**config.mk**
```make
export PLATFORM = sky130hd
export DESIGN_NAME = load_store_unit
export DESIGN_NICKNAME = d
export VERILOG_FILES = /design/src/rtl/core_pkg.sv /design/src/rtl/load_align.sv /design/src/rtl/load_store_unit.sv
export SDC_FILE = /design/constraint.sdc
export NUM_CORES = 1
export LEC_CHECK = 0
export ABC_AREA = 1
export BUFFER_PORTS_ARGS = -buffer_cell sky130_fd_sc_hd__buf_2
export CAP_MARGIN = 10
export CORE_ASPECT_RATIO = 1.25
export CORE_MARGIN = 2
export CORE_UTILIZATION = 50
export CTS_CLUSTER_SIZE = 8
export DETAILED_ROUTE_END_ITERATION = 8
export GPL_ROUTABILITY_DRIVEN = 0
export MAX_ROUTING_LAYER = met4
export PLACE_DENSITY = 0.8
export SYNTH_ARGS = -nofsm -noshare
export SYNTH_HDL_FRONTEND = slang
export SYNTH_HIERARCHICAL = 1
export SYNTH_SLANG_ARGS = --single-unit
```
**constraint.sdc**
```tcl
create_clock -name clk -period 1.95 [get_ports clk]
set_input_delay 0.195 -clock clk [delete_from_list [all_inputs] [get_ports clk]]
set_output_delay 0.195 -clock clk [all_outputs]
set_load 0.03 [all_outputs]
```
**src/rtl/core_pkg.sv**
```systemverilog
// Shared core constants: RV32 load/store funct3 codes, LSU FSM states and
// the lane-alignment helpers used by the load/store unit.
package core_pkg;

  localparam int CORE_XLEN = 32;

  localparam logic [2:0] F3_LB  = 3'b000;
  localparam logic [2:0] F3_LH  = 3'b001;
  localparam logic [2:0] F3_LW  = 3'b010;
  localparam logic [2:0] F3_LBU = 3'b100;
  localparam logic [2:0] F3_LHU = 3'b101;
  localparam logic [2:0] F3_SB  = 3'b000;
  localparam logic [2:0] F3_SH  = 3'b001;
  localparam logic [2:0] F3_SW  = 3'b010;

  typedef enum logic [1:0] {
    ST_IDLE = 2'd0,
    ST_REQ  = 2'd1,
    ST_WAIT = 2'd2
  } lsu_state_t;

  // Byte offset after clearing the low bits the access width does not allow.
  function automatic logic [1:0] align_offset(input logic [2:0] funct3, input logic [1:0] a);
    logic [1:0] off;
    case (funct3[1:0])
      2'b00:   off = a;
      2'b01:   off = {a[1], 1'b0};
      default: off = 2'b00;
    endcase
    return off;
  endfunction

  function automatic logic [3:0] byte_enables(input logic [2:0] funct3, input logic [1:0] off);
    logic [3:0] be;
    case (funct3[1:0])
      2'b00:   be = 4'b0001 << off;
      2'b01:   be = 4'b0011 << off;
      default: be = 4'b1111;
    endcase
    return be;
  endfunction

endpackage

```
**src/rtl/load_align.sv**
```systemverilog
// Combinational load lane select and zero/sign extension for RV32 loads.
module load_align
  import core_pkg::*;
#(
  parameter int XLEN = CORE_XLEN
) (
  input  logic [XLEN-1:0] rdata,
  input  logic [1:0]      a,
  input  logic [2:0]      funct3,
  output logic [XLEN-1:0] data
);

  logic [7:0]  lane_b;
  logic [15:0] lane_h;

  // Pick the addressed byte/halfword, then extend according to funct3.
  always_comb begin
    case (a)
      2'b00:   lane_b = rdata[7:0];
      2'b01:   lane_b = rdata[15:8];
      2'b10:   lane_b = rdata[23:16];
      2'b11:   lane_b = rdata[31:24];
      default: lane_b = rdata[7:0];
    endcase
    if (a[1]) begin
      lane_h = rdata[31:16];
    end else begin
      lane_h = rdata[15:0];
    end
    case (funct3)
      F3_LB:   data = {{(XLEN-8){lane_b[7]}}, lane_b};
      F3_LBU:  data = {{(XLEN-8){1'b0}}, lane_b};
      F3_LH:   data = {{(XLEN-16){lane_h[15]}}, lane_h};
      F3_LHU:  data = {{(XLEN-16){1'b0}}, lane_h};
      default: data = rdata;
    endcase
  end

endmodule

```
**src/rtl/load_store_unit.sv**
```systemverilog
// RV32 load/store unit: single outstanding data-memory access, one-cycle
// retire for non-memory ops. Optional macro LSU_MISALIGN_TRAP_EN traps
// misaligned accesses instead of force-aligning them.
module load_store_unit
  import core_pkg::*;
#(
  parameter int XLEN = CORE_XLEN,
  parameter int REGW = 5
) (
  input  logic            clk,
  input  logic            rst,
  input  logic            ex_valid,
  output logic            ex_ready,
  input  logic            ex_mem_rd,
  input  logic            ex_mem_wr,
  input  logic [2:0]      ex_funct3,
  input  logic [XLEN-1:0] ex_addr,
  input  logic [XLEN-1:0] ex_wdata,
  input  logic [REGW-1:0] ex_rd,
  input  logic            ex_rf_we,
  output logic            dmem_req,
  output logic            dmem_we,
  output logic [XLEN-1:0] dmem_addr,
  output logic [3:0]      dmem_be,
  output logic [XLEN-1:0] dmem_wdata,
  input  logic            dmem_gnt,
  input  logic            dmem_rvalid,
  input  logic [XLEN-1:0] dmem_rdata,
  output logic            wb_valid,
  output logic            wb_we,
  output logic [REGW-1:0] wb_rd,
  output logic [XLEN-1:0] wb_data,
  output logic            wb_exc
);

  lsu_state_t      state, state_next;
  logic            is_mem;
  logic            misaligned;
  logic [1:0]      off;
  logic [3:0]      be;
  logic [XLEN-1:0] store_data;
  logic [1:0]      req_off;
  logic [2:0]      req_funct3;
  logic [REGW-1:0] req_rd;
  logic            req_rf_we;
  logic [XLEN-1:0] load_data;

  assign ex_ready = (state == ST_IDLE);

  // Decode the presented op: alignment, byte enables and lane-replicated data.
  always_comb begin
    is_mem = ex_mem_rd | ex_mem_wr;
    off    = align_offset(ex_funct3, ex_addr[1:0]);
    be     = byte_enables(ex_funct3, off);
`ifdef LSU_MISALIGN_TRAP_EN
    misaligned = (off != ex_addr[1:0]);
`else
    misaligned = 1'b0;
`endif
    case (ex_funct3[1:0])
      2'b00:   store_data = {4{ex_wdata[7:0]}};
      2'b01:   store_data = {2{ex_wdata[15:0]}};
      default: store_data = ex_wdata;
    endcase
  end

  // Next-state logic.
  always_comb begin
    state_next = state;
    case (state)
      ST_IDLE: begin
        if (ex_valid && is_mem && !misaligned) begin
          state_next = ST_REQ;
        end else begin
          state_next = ST_IDLE;
        end
      end
      ST_REQ: begin
        if (dmem_gnt) begin
          state_next = dmem_we ? ST_IDLE : ST_WAIT;
        end else begin
          state_next = ST_REQ;
        end
      end
      ST_WAIT: begin
        if (dmem_rvalid) begin
          state_next = ST_IDLE;
        end else begin
          state_next = ST_WAIT;
        end
      end
      default: state_next = ST_IDLE;
    endcase
  end

  // State register.
  always_ff @(posedge clk) begin
    if (rst) begin
      state <= ST_IDLE;
    end else begin
      state <= state_next;
    end
  end

  load_align #(.XLEN(XLEN)) u_load_align (
    .rdata  (dmem_rdata),
    .a      (req_off),
    .funct3 (req_funct3),
    .data   (load_data)
  );

  // Request/writeback registers; wb_valid and wb_exc are single-cycle pulses.
  always_ff @(posedge clk) begin
    if (rst) begin
      dmem_req   <= 1'b0;
      dmem_we    <= 1'b0;
      dmem_addr  <= {XLEN{1'b0}};
      dmem_be    <= 4'b0000;
      dmem_wdata <= {XLEN{1'b0}};
      req_off    <= 2'b00;
      req_funct3 <= 3'b000;
      req_rd     <= {REGW{1'b0}};
      req_rf_we  <= 1'b0;
      wb_valid   <= 1'b0;
      wb_we      <= 1'b0;
      wb_rd      <= {REGW{1'b0}};
      wb_data    <= {XLEN{1'b0}};
      wb_exc     <= 1'b0;
    end else begin
      wb_valid <= 1'b0;
      wb_exc   <= 1'b0;
      case (state)
        ST_IDLE: begin
          if (ex_valid && !is_mem) begin
            wb_valid <= 1'b1;
            wb_we    <= ex_rf_we;
            wb_rd    <= ex_rd;
            wb_data  <= ex_addr;
          end else if (ex_valid && misaligned) begin
            wb_valid <= 1'b1;
            wb_we    <= 1'b0;
            wb_rd    <= ex_rd;
            wb_exc   <= 1'b1;
          end else if (ex_valid) begin
            dmem_req   <= 1'b1;
            dmem_we    <= ex_mem_wr;
            dmem_addr  <= {ex_addr[XLEN-1:2], 2'b00};
            dmem_be    <= be;
            dmem_wdata <= store_data;
            req_off    <= off;
            req_funct3 <= ex_funct3;
            req_rd     <= ex_rd;
            req_rf_we  <= ex_rf_we;
          end
        end
        ST_REQ: begin
          if (dmem_gnt) begin
            dmem_req <= 1'b0;
            dmem_we  <= 1'b0;
            if (dmem_we) begin
              wb_valid <= 1'b1;
              wb_we    <= 1'b0;
              wb_rd    <= req_rd;
            end
          end
        end
        ST_WAIT: begin
          if (dmem_rvalid) begin
            wb_valid <= 1'b1;
            wb_we    <= req_rf_we;
            wb_rd    <= req_rd;
            wb_data  <= load_data;
          end
        end
        default: begin
          dmem_req <= 1'b0;
          dmem_we  <= 1'b0;
        end
      endcase
    end
  end

endmodule

```
# --- Word-level counts from Yosys, hierarchy flattened ---
# Index checks and enable logic that the tools add are counted.
word_totals:
  in_bits: 112
  wordCells: 83
  regBits: 120
  output_inout_bits: 111
classes:
  n_reduce_logical: 13
  eq_ne: 15
  n_mux: 36
  shifts: 2
  n_bitwise: 3
ops:
  columns: ["operator", "count"]
  rows:
  - ["$pmux 32 s2", 2]
  - ["$pmux 32 s4", 1]
  - ["$mux 32", 2]
  - ["$pmux 8 s4", 1]
  - ["$mux 5", 4]
  - ["$mux 16", 1]
  - ["$pmux 5 s3", 1]
  - ["$mux 1", 14]
  - ["$pmux 1 s3", 4]
  - ["$ne 2x2->1 const B", 5]
  - ["$pmux 4 s2", 1]
  - ["$eq 2x1->1 const B", 3]
  - ["$eq 2x2->1 const B", 3]
  - ["$eq 3x3->1 const B", 2]
  - ["$logic_not 2->1", 3]
  - ["$mux 2", 3]
  - ["$pmux 2 s3", 1]
  - ["$reduce_and 3->1", 2]
  - ["$reduce_and 5->1", 1]
  - ["$pmux 2 s2", 1]
  - ["$reduce_and 4->1", 1]
  - ["$shl 1x2->4 const A", 1]
  - ["$shl 2x2->4 const A", 1]
  - ["$eq 3x1->1 const B", 1]
  - ["other kinds (8)", 10]

# --- Depth between registers and ports, before layout ---
depth:
  depth_word: 5
  mapped_depth: 13
  mapped_depth_nobuf: 11

# --- By module ---
# Netlist, hierarchy kept.
by_module_without_submodules:
  columns: ["mod", "cells_each", "area_each_um2", "seq_area_each_um2", "n_inst"]
  rows:
  - ["load_store_unit", 777, 5321.4, 2402.3, 1]
  - ["load_align", 170, 923.4, 0.0, 1]

# --- Least setup slack after synthesis ---
# No wires, ideal clock.
synth_timing:
  kind: "register to register"
  start: "reg state[0]"
  end: "reg wb_data[4]"
  n_path_buf: 2
  t_arrival_ns: 1.575
  required_ns: 1.835
  setup_ns: 0.115
  slack_ns: 0.259
  stages_incl_launch_ff: 10
  period_less_slack_ns: 1.691
  cell_sequence: "dfxtp_1 inv_1 ha_1 buf_4 inv_1 o21ai_4 buf_2 nand4_1 nand2_1 nor2_1"
synth_between:
  elab_chain_len: 3
  word_cells_on_any_way: 7
  classes_between: "eq/ne (3); mux (1); reduce/logical (3)"
synth_lines:
  columns: ["item", "line_no", "rtl"]
  rows:
  - ["start, declared", "load_store_unit.sv:36", "lsu_state_t state, state_next;"]
  - ["start signal, assigned", "load_store_unit.sv:101", "state <= state_next;"]
  - ["$logic_not 2->1 (*)", null, null]
  - ["net ex_ready", "load_store_unit.sv:13", "output logic ex_ready,"]
  - ["$ne 2x1->1 (no source line) or $reduce_bool 2->1 (tied branches)", null, null]
  - ["$reduce_and 3->1 (no source line)", null, null]
  - ["end signal, assigned", "load_store_unit.sv:127", "wb_data <= {XLEN{1'b0}};"]
  - ["end signal, assigned", "load_store_unit.sv:138", "wb_data <= ex_addr;"]
  - ["end signal, assigned", "load_store_unit.sv:172", "wb_data <= load_data;"]
  - ["end, declared", "load_store_unit.sv:32", "output logic [XLEN-1:0] wb_data,"]
# Mark *: on every way through the listed nets, which the timed path passes. The rest lies on a longest branch.
# A chain may end at the register's enable or synchronous reset.

# --- Worst setup path after layout ---
layout_timing:
  start: "reg state[1]"
  end: "reg dmem_wdata[10]"
layout_between:
  elab_chain_len: 2
layout_lines:
  columns: ["item", "line_no", "rtl"]
  rows:
  - ["$logic_not 2->1", "load_store_unit.sv:132", "case (state)"]
  - ["$reduce_and 3->1 (no source line)", null, null]
  - ["end signal, assigned", "load_store_unit.sv:119", "dmem_wdata <= {XLEN{1'b0}};"]
  - ["end signal, assigned", "load_store_unit.sv:149", "dmem_wdata <= store_data;"]
  - ["end, declared", "load_store_unit.sv:25", "output logic [XLEN-1:0] dmem_wdata,"]
# Every way passes these cells.

==> run summary <==
outcome - finished clean
final net count - 1250
first-pass GRT wire length - 31.5 mm
Pwr Total - 7.69 mW
die area - 13400 sq um
Rel. slew slack - 0.490
Crit path buffers/inverters - 3
Syn-to-layout area delta - 26.7%
post-CTS setup buffer count - 0
Congestion Overflow GR - 0
Final Non-Filler Cells - 1312
Leakage - 3.92 nW
vias in the first global route - 6318
Die Ht - 129 um
Top delay family on crit path - buffers and inverters
largest net degree at the start of global routing - 80
Worst-Margin Slew - 0.764 ns
Max FO, Critical Path - 32
sequential fraction of the synthesis area - 0.385
starting density of the core - 0.513
drt drc - 0
Synth area leaders - dfxtp_1, nand2_1, a21oi_1
Main synth FF type - dfxtp_1
fmax - 570 MHz
count leader, synth - nand2_1
Pwr Density - 972 nW/um^2
final worst setup slack - 0.195 ns
mapped cell area - 6240 sq um
RSZ-0062 raised after global routing - false
Syn Inst Count - 947
CTS Root Cell - clkbuf_16
H-tree depth - 4
Async S/R FF share, synth - 0
min Tclk post-route - 1.76 ns
clock sinks - 120
Setup Skew - 0.00824 ns
CTS tree - done
initial antenna violation count - 1
Hold Buf Count CTS - 0
# resized after CTS - 0
critical path cell sequence - inv_1 -> ha_1 -> nand3_2 -> inv_2 -> buf_12 -> nand2_1 -> a21oi_1
Final HPWL DP - 14.1 mm
crit path max-delay cell type - dfxtp_1
Synth Register Bits - 120
pre-CTS setup slack - 0.191 ns
crit path capture type - register
Longest Clk Path Bufs - 2
die width - 104 um
critical path type - reg -> reg
worst hold slack - 0.0404 ns
routed len/inst - 15.3 um
CTS buffer count - 17
final setup fails - 0
final setup TNS - 0 ns
# IOs - 223
required time worst endpoint - 2.29 ns
syn_area_per_cell - 6.59 sq um
maximum VDD drop - 0.518 mV
vias per cell - 5.32
layout cells sized above 1 - 0.255
Critical Path Max Stage Delay - 0.32 ns
drt initial violations - 380
via count - 6984
TritonRoute pass-1 iters - 5
# placed instances - 1279
most instantiated cells after synthesis - nand2_1, a21oi_1, dfxtp_1
final period utilization - 0.900
clock slew at reported path FFs - 0.06 ns
Row Count - 45
# Max-Cap Violations - 0
area fraction of the dominant cell type after synthesis - 0.385
Worst Setup Start Kind - register
Antenna Nets Post-Route - 0
critical path arrival - 2.10 ns
largest area contributor in the netlist - dfxtp_1
Ys Warns - 6
Core ar. - 12200 sq um
gr usage total - 0.304
fin. max-slew vios - 0
final wirelength - 20.0 mm
min-delay worst type - in -> reg
Netlist cell types - 32
# port buffers - 219
worst skew pair latency - 0.42 ns
Final Hold Viols - 0
Post-synth EDFFs - 0
==> routing by layer <==
layer,GRT usage,vias up,share of wire
met5,-,-,0
met4,0.173,0,0.050
met3,0.0507,53,0.065
met2,0.509,303,0.49
met1,0.346,3181,0.40
li1,-,3447,-
==> registers in the layout, summed over array words and instances (netlist names) <==
register	cells
req_rf_we	1
dmem_addr	30
req_off	2
dmem_req	1
wb_valid	1
wb_data	32
wb_rd	5
req_funct3	3
state	2
dmem_be	4
dmem_wdata	32
dmem_we	1
req_rd	5
wb_we	1
==> worst reg2reg max path, cell delays in order, from the launching register on <==
cell     delay (ns)
dfxtp_1        0.32
inv_1          0.09
ha_1           0.31
nand3_2        0.17
inv_2          0.31
buf_12         0.24
nand2_1        0.11
a21oi_1        0.14
==> worst paths after layout <==
kind                            slack (ns)  cells past startpoint           from             end
worst min register to register        0.46                      2  dmem_addr[11]   dmem_addr[11]
worst max register to register        0.19                      7       state[1]  dmem_wdata[10]
worst max-delay path                  0.19                      7       state[1]  dmem_wdata[10]
worst min-delay path                  0.04                      3    ex_addr[21]   dmem_addr[21]
==> cell families (layout without fill, tap and decap cells) <==
| kind of cell | count (synthesis) | in the layout | share of synthesized area |
|---|---|---|---|
| buffers and inverters | 114 | 312 | 0.0952 |
| adders and majority gates | 4 | 4 | 0.00801 |
| AOI/OAI and AO/OA | 178 | 178 | 0.150 |
| DFF | 120 | 120 | 0.385 |
| other | 1 | 4 | 0.000601 |
| and+or+nand+nor | 530 | 530 | 0.362 |
==> per-stage QoR <==
step / cell area (sq um) / util
6_report: 7920 / 0.651
5_1_grt: 7920 / 0.651
4_1_cts: 7910 / 0.651
3_5_place_dp: 7330 / 0.603
3_3_place_gp: 7330 / 0.603
2_1_floorplan: 6250 / -
==> layout by cell type, fill, tap and decap left out, types with 17 or more instances in the layout <==
| master | instances |
|---|---|
| nand2_1 | 347 |
| inv_1 | 40 |
| dfxtp_1 | 120 |
| nor2_1 | 86 |
| o21ai_0 | 31 |
| clkbuf_16 | 17 |
| nand4_1 | 32 |
| a21oi_1 | 128 |
| nand3_1 | 44 |
| buf_2 | 219 |
==> where the power goes <==
group	total, mW	switching, mW	internal [mW]
Clock	3.06	1.25	1.82
Combinational	1.85	1.27	0.585
Sequential	2.78	0.116	2.67
Total	7.69	2.63	5.07
==> area by class of cell <==
cell class                 count  area, sq um
sequential                   120         2400
clock buffer                  18          439
tap                          164          205
fill                        1182         4250
multi-input combinational    715         3260
clock inverter                14          139
inverter                      44          170
antenna                        1         2.50
timing repair buffer         236         1300
Power figures use the tool's default switching activity.
